### src/rtl/online_operand_feeder.sv
// Online operand feeder: serialises two signed-digit operands MSB-first,
// one {x,y} digit pair per fetch strobe, then appends ONLINE_DELAY zero
// pairs so the downstream online multiplier can flush, and pulses done.
module online_operand_feeder #(
   parameter int N            = 16,
   parameter int ONLINE_DELAY = 3,
   parameter int IDXW         = 5
) (
   input  logic            clk,
   input  logic            rst_n,
   input  logic            load,
   input  logic [N-1:0]    x_pos,
   input  logic [N-1:0]    x_neg,
   input  logic [N-1:0]    y_pos,
   input  logic [N-1:0]    y_neg,
   input  logic            enable_for_input,
   output logic            valid,
   output logic [1:0]      x_digit,
   output logic [1:0]      y_digit,
   output logic [IDXW-1:0] digit_idx,
   output logic            last,
   output logic            pad,
   output logic            busy,
   output logic            done
);

   typedef enum logic [1:0] {
      S_IDLE = 2'd0,
      S_FEED = 2'd1,
      S_PAD  = 2'd2,
      S_DONE = 2'd3
   } state_t;

   // Index of the last real digit and of the final (possibly padded) pair.
   // With ONLINE_DELAY=0 these coincide, which sends FEED straight to DONE.
   localparam logic [IDXW-1:0] LAST_REAL = IDXW'(N - 1);
   localparam logic [IDXW-1:0] LAST_IDX  = IDXW'(N + ONLINE_DELAY - 1);

   state_t          state_q, state_d;
   logic [N-1:0]    xp_q, xp_d;
   logic [N-1:0]    xn_q, xn_d;
   logic [N-1:0]    yp_q, yp_d;
   logic [N-1:0]    yn_q, yn_d;
   logic [IDXW-1:0] idx_q, idx_d;

   // Next-state, shift-register and index update for the feed sequence.
   always_comb begin
      state_d = state_q;
      xp_d    = xp_q;
      xn_d    = xn_q;
      yp_d    = yp_q;
      yn_d    = yn_q;
      idx_d   = idx_q;
      case (state_q)
         S_IDLE: begin
            if (load) begin
               // A position with both plus and minus set is the digit 0.
               xp_d    = x_pos & ~x_neg;
               xn_d    = x_neg & ~x_pos;
               yp_d    = y_pos & ~y_neg;
               yn_d    = y_neg & ~y_pos;
               idx_d   = '0;
               state_d = S_FEED;
            end
         end
         S_FEED: begin
            if (enable_for_input) begin
               xp_d = xp_q << 1;
               xn_d = xn_q << 1;
               yp_d = yp_q << 1;
               yn_d = yn_q << 1;
               // The index stops on the final pair so it stays readable in DONE.
               if (idx_q == LAST_IDX) begin
                  state_d = S_DONE;
               end else begin
                  idx_d = idx_q + 1'b1;
                  if (idx_q == LAST_REAL) begin
                     state_d = S_PAD;
                  end
               end
            end
         end
         S_PAD: begin
            if (enable_for_input) begin
               if (idx_q == LAST_IDX) begin
                  state_d = S_DONE;
               end else begin
                  idx_d = idx_q + 1'b1;
               end
            end
         end
         S_DONE: begin
            state_d = S_IDLE;
         end
         default: begin
            state_d = S_IDLE;
         end
      endcase
   end

   // State, operand shift registers and digit index; reset aborts any run.
   always_ff @(posedge clk or negedge rst_n) begin
      if (!rst_n) begin
         state_q <= S_IDLE;
         xp_q    <= '0;
         xn_q    <= '0;
         yp_q    <= '0;
         yn_q    <= '0;
         idx_q   <= '0;
      end else begin
         state_q <= state_d;
         xp_q    <= xp_d;
         xn_q    <= xn_d;
         yp_q    <= yp_d;
         yn_q    <= yn_d;
         idx_q   <= idx_d;
      end
   end

   // Outputs decode registered state only; no path from enable or load.
   assign valid     = (state_q == S_FEED) || (state_q == S_PAD);
   assign x_digit   = (state_q == S_FEED) ? {xp_q[N-1], xn_q[N-1]} : 2'b00;
   assign y_digit   = (state_q == S_FEED) ? {yp_q[N-1], yn_q[N-1]} : 2'b00;
   assign digit_idx = idx_q;
   assign last      = valid && (idx_q == LAST_IDX);
   assign pad       = (state_q == S_PAD);
   assign busy      = (state_q != S_IDLE);
   assign done      = (state_q == S_DONE);

endmodule

### config.mk
export PLATFORM = sky130hd
export DESIGN_NAME = online_operand_feeder
export DESIGN_NICKNAME = d
export VERILOG_FILES = /design/src/rtl/online_operand_feeder.sv
export SDC_FILE = /design/constraint.sdc
export NUM_CORES = 1
export LEC_CHECK = 0
export ABC_AREA = 1
export CORE_MARGIN = 2
export CORE_UTILIZATION = 63
export DETAILED_ROUTE_END_ITERATION = 12
export DONT_BUFFER_PORTS = 1
export PLACE_DENSITY = 0.89
export REMOVE_ABC_BUFFERS = 1
export SETUP_SLACK_MARGIN = 0.5
export SLEW_MARGIN = 25
export SYNTH_ARGS = -nofsm -noshare
export SYNTH_HDL_FRONTEND = slang
export SYNTH_SLANG_ARGS = --single-unit
### constraint.sdc
create_clock -name clk -period 1.85 [get_ports clk]
set_input_delay 0.37 -clock clk [delete_from_list [all_inputs] [get_ports clk]]
set_output_delay 0.37 -clock clk [all_outputs]
set_load 0.01 [all_outputs]
# After elaboration in Yosys (flattened, before gate mapping)
# Cells that the tools add are included.
totals:
  reg_bits: 71
  inputBits: 68
  output_inout_bits: 14
  elab_cells: 62
op_classes:
  addsub: 1
  n_eq_ne: 12
  n_mux: 25
  bitwise: 8
  n_reduce_logical: 10
ops:
  columns: ["cell", "count"]
  rows:
  - ["16-bit two-way mux", 8]
  - ["16-bit case mux with 2 select lines", 4]
  - ["16-bit AND", 4]
  - ["16-bit NOT", 4]
  - ["2-bit two-way mux", 8]
  - ["5-bit two-way mux", 3]
  - ["5-bit case mux with 2 select lines", 1]
  - ["2-bit != test (second input constant)", 4]
  - ["2-bit case mux with 4 select lines", 1]
  - ["2-bit nonzero test", 3]
  - ["5-bit by 1-bit adder with 5-bit output (second input constant)", 1]
  - ["5-bit by 4-bit equality test with 1-bit output (second input constant)", 1]
  - ["5-bit equality test (second input constant)", 1]
  - ["5-bit AND reduction", 1]
  - ["2-bit equality test (second input constant)", 2]
  - ["2-bit by 1-bit != test with 1-bit output (second input constant)", 2]
  - ["4-bit AND reduction", 1]
  - ["3-bit != test (second input constant)", 1]
  - ["3-bit AND reduction", 1]
  - ["2-bit by 1-bit equality test with 1-bit output (second input constant)", 1]
  - ["2-bit zero test", 1]
  - ["2-bit OR reduction", 1]
  - ["1-bit logical AND", 1]
  - ["1-bit logical OR", 1]

# Logic depth before layout (Yosys ltp)
depth:
  word_depth: 5
  mapped_depth: 10
  depth_no_buf: 10

# Worst setup path after synthesis
# No wires, ideal clock.
synth_path:
  path_type: "reg-to-reg"
  startpoint: "register state_q[0]"
  endpoint: "register idx_q[0], in the netlist digit_idx[0]"
  setup_ps: 118
  arrival_time_ps: 1560
  required_time_ps: 1732
  setup_slack_ps: 172
  stages_incl_launch_ff: 9
  path_buffers: 0
  period_less_slack_ps: 1678
  path_cell_list: "dfrtp_1 inv_1 ha_1 nand3_1 inv_1 nor2_1 inv_1 nand2_1 nand2_1"
synth_via:
  elab_chain_len: 4
  elab_cells_between_ends: 10
  classes_between: "eq/ne: 5; mux: 1; reduce/logical: 4"
synth_lines:
  columns: ["element", "line_no", "text"]
  rows:
  - ["from (decl)", "39", "state_t state_q, state_d;"]
  - ["from (signal assigned)", "111", "state_q <= state_d;"]
  - ["2-bit equality test or 2-bit by 1-bit equality test with 1-bit output (tied branches)", "54", "case (state_q)"]
  - ["2-bit OR reduction (no source line)", null, null]
  - ["2-bit != test (no source line), or another cell as far along", null, null]
  - ["4-bit AND reduction (no source line)", null, null]
  - ["to (signal assigned)", "116", "idx_q <= idx_d;"]
  - ["to (decl)", "44", "logic [IDXW-1:0] idx_q, idx_d;"]
# Parallel ways exist; a longest one is shown, timed or not.
# A chain may end at the register's enable or synchronous reset.

# Worst setup path after layout
layout_path:
  startpoint: "register state_q[1]"
  endpoint: "register yn_q[0]"
layout_via:
  elab_chain_len: 3
  elab_cells_between_ends: 7
  classes_between: "eq/ne: 3; mux: 1; reduce/logical: 3"
layout_lines:
  columns: ["element", "line_no", "text"]
  rows:
  - ["2-bit by 1-bit equality test with 1-bit output or 2-bit zero test (tied branches)", "54", null]
  - ["2-bit != test (no source line) or 2-bit nonzero test (tied branches)", null, null]
  - ["3-bit AND reduction (no source line)", null, null]
  - ["to (signal assigned)", "115", "yn_q <= yn_d;"]
  - ["to (decl)", "43", "logic [N-1:0] yn_q, yn_d;"]
# Parallel ways exist; a longest one is shown, timed or not.

==> impl_metrics.env <==
export IMPL_area_delta_synth_final_pct=22.9
export IMPL_netlist_instances=530
export IMPL_cp_data_arrival_time_ns=2.02
export IMPL_seq_area_sq_um=1780
export IMPL_top_layer="met4"
export IMPL_core_area_sq_um=5920
export IMPL_cts_root_buf="clkbuf_8"
export IMPL_start_util=0.651
export IMPL_ys_types=20
export IMPL_met3_wirelength_microns=748
export IMPL_dr_total_vias=3653
export IMPL_path_cells="inv_2 > ha_4 > buf_12 > nand2_4 > nand2_4 > a21oi_4 > buf_12 > buf_12 > clkinvlp_4 > nand2_1 > nand2_1"
export IMPL_drt_initial_drc_count=294
export IMPL_hold_class="primary input to async pin"
export IMPL_drive_above_1_share=0.184
export IMPL_pin_count=82
export IMPL_port_buffers=0
export IMPL_path_class="flop to flop"
export IMPL_cts_buffers=9
export IMPL_cp_required_ns=2.08
export IMPL_violations="negative hold slack"
export IMPL_period_needed_ns=1.79
export IMPL_globalRouteOverflowTotal=0
export IMPL_htreeDepth=3
export IMPL_final_period_utilization=0.965
export IMPL_fp_dieH_microns=82.2
export IMPL_clock_fmax_ghz=0.560
export IMPL_num_rows=28
export IMPL_final_nets=625
export IMPL_grt_pass1_vias=3259
export IMPL_power_density_nw_per_um2=1950
export IMPL_clk_path_buf_depth=2
export IMPL_tightest_slew_ns=0.354
export IMPL_cts_clk_slew_worst_paths_ns=0.08
export IMPL_synth_compound_area_frac=0.165
export IMPL_hold_violations=71
export IMPL_drv_cap=0
export IMPL_p_leak_uw=0.00235
export IMPL_slew_headroom=0.761
export IMPL_startpoint_type="flop"
export IMPL_wl_per_cell_microns=17.0
export IMPL_clock_skew_ns=0.00807
export IMPL_netlist_area_sq_um=3860
export IMPL_grt_max_degree=72
export IMPL_place_hpwl_microns=5070
export IMPL_viasPerCell=5.80
export IMPL_wl_met1_microns=4160
export IMPL_grt_util_all_layers=0.292
export IMPL_holdWs_ns=-0.275
export IMPL_vdd_drop_max_v=0.00182
export IMPL_run_status="finished with violations"
export IMPL_rsz0062_at_grt="true"
export IMPL_dpl_instance_area_sq_um=3910
export IMPL_synth_top_family_by_area="simple AND/OR/NAND/NOR gates"
export IMPL_drc_errors=0
export IMPL_ant_nets=0
export IMPL_wl_met2_microns=5430
export IMPL_die_w_microns=82.2
export IMPL_synth_area_mux_share=0
export IMPL_cts_tree="built"
export IMPL_synth_xor_area_share=0.00454
export IMPL_ys_warn_count=0
export IMPL_finish_instance_area_sq_um=4740
export IMPL_slew_viol_final=0
export IMPL_grt_pass1_wl_microns=15100
export IMPL_antenna_found_initial=0
export IMPL_critPathMaxFanout=6
export IMPL_first_pass_iters=5
export IMPL_crit_path_end_kind="flop"
export IMPL_finalSetupViolCount=0
export IMPL_fill_cells=378
export IMPL_yosysSeqAreaShare=0.461
export IMPL_cpPeakStageDelay_ns=0.40
export IMPL_cts_sinks=71
export IMPL_avgSynthCellArea_sq_um=7.28
export IMPL_cpMostUsedCell="buf_12"
export IMPL_gp_congestion=0.821
export IMPL_worstSkewPairLatency_ns=0.34
export IMPL_final_util=0.801
export IMPL_multi_input_area_sq_um=1750
export IMPL_post_synth_and_or_nand_nor_area_fraction=0.213
export IMPL_fin_setup_tns_ns=0
export IMPL_ys_ff_latch=71
export IMPL_synth_fa_ha_area_frac=0.0227
export IMPL_wirelength_microns=10700
export IMPL_slowest_stage="dfrtp_1"
export IMPL_dieArea_sq_um=6760
export IMPL_antenna_cells=0
[layout by cell type (no fill, tap or decap), types with 2 or more instances in the layout]
cell	instances
ha_4	4
nand3_2	7
o21ai_2	6
o21ai_1	18
nand3_1	60
buf_16	3
inv_4	4
xor2_1	2
clkbuf_8	10
dfrtp_1	69
inv_1	93
clkinvlp_4	3
o211ai_1	3
nand2_2	11
ha_1	3
nand2_4	6
nand2_1	97
buf_8	2
nor2_1	10
clkbuf_1	3
buf_4	12
buf_6	9
inv_2	7
dfrtp_2	2
clkbuf_16	2
o21ai_0	93
buf_12	6
[area by class of cell]
class	instances	share of cell area
Sequential cell	71	0.375
Clock inverter	3	0.00897
Multi-Input combinational cell	327	0.370
Clock buffer	13	0.0314
Tap cell	75	0.0198
Timing Repair inverter	1	0.00158
Timing Repair Buffer	35	0.107
Inverter	105	0.0860
[synthesized netlist by cell type (all sizes together)]
library cell | n | area (sq um)
clkbuf | 16 | 60.1
nand2 | 114 | 428
or2 | 1 | 6.26
xor2 | 2 | 17.5
nand3 | 67 | 335
ha | 7 | 87.6
nor2 | 12 | 45.0
a21oi | 3 | 26.3
o211ai | 3 | 22.5
inv | 105 | 394
dfrtp | 71 | 1780
o21ai | 117 | 586
buf | 11 | 65.1
nand4 | 1 | 6.26
[per-layer routing]
layer,track usage,vias up
met4,0.118,0
met3,0.0663,42
li1,-,1709
met5,0,-
met2,0.476,187
met1,0.378,1715
[flip-flops by register name (all words and copies together) (netlist names)]
| name | count |
|---|---|
| yp_q | 16 |
| xp_q | 16 |
| xn_q | 16 |
| state_q | 2 |
| digit_idx | 5 |
| yn_q | 16 |
[critical path: cells and delay by family, from the launching register on]
kind | cells | cell delay [ns]
flip-flops | 1 | 0.40
adder cells (fa/ha/maj) | 1 | 0.19
AO/OA/AOI/OAI | 1 | 0.14
buffers and inverters | 5 | 0.64
AND/OR/NAND/NOR | 4 | 0.31
[kinds of logic after synthesis]
group                      Yosys count
AOI/OAI and AO/OA                  123
xor gates and xnor gates             2
adders and majority gates            7
buffers and inverters              132
DFF                                 71
and+or+nand+nor                    195
[power by group]
| group | internal [uW] | switching, uW | total (uW) |
|---|---|---|---|
| Clock | 660 | 567 | 1230 |
| Combinational | 2400 | 3150 | 5550 |
| Sequential | 2180 | 294 | 2470 |
[worst paths after layout]
kind | from | to | slack (ns) | cells past startpoint
min | rst_n | yn_q[9] | -0.27 | 0
max | state_q[1] | yn_q[0] | 0.06 | 11
min reg2reg | yp_q[14] | yp_q[14] | 0.49 | 2
max reg2reg | state_q[1] | yn_q[0] | 0.06 | 11
max in group asynchronous | rst_n | digit_idx[1] | 2.02 | 0
min in group clk | x_neg[0] | xn_q[0] | 0.17 | 2
[repair_timing]
item                                   CTS  global route
setup endpoints to repair               80            80
resized for setup                       54            47
pin swaps                               19             9
buffers inserted                        14             7
endpoints found under the hold margin   71            71
gates cloned                             4             3
[metrics by stage]
stage | total power [uW] | hold slack (ns) | cells | worst slack (ns)
3_5_place_dp | 5680 | 0.0761 | 586 | 0.0926
4_1_cts | 8260 | -0.286 | 620 | 0.177
6_report | 9250 | -0.275 | 630 | 0.0641
2_1_floorplan | 4750 | 0.0744 | 503 | -2.32
5_1_grt | 9840 | -0.295 | 630 | 0.0172
3_3_place_gp | 5510 | 0.0764 | 586 | 0.207
No activity file was read; power rests on OpenSTA's default activity.
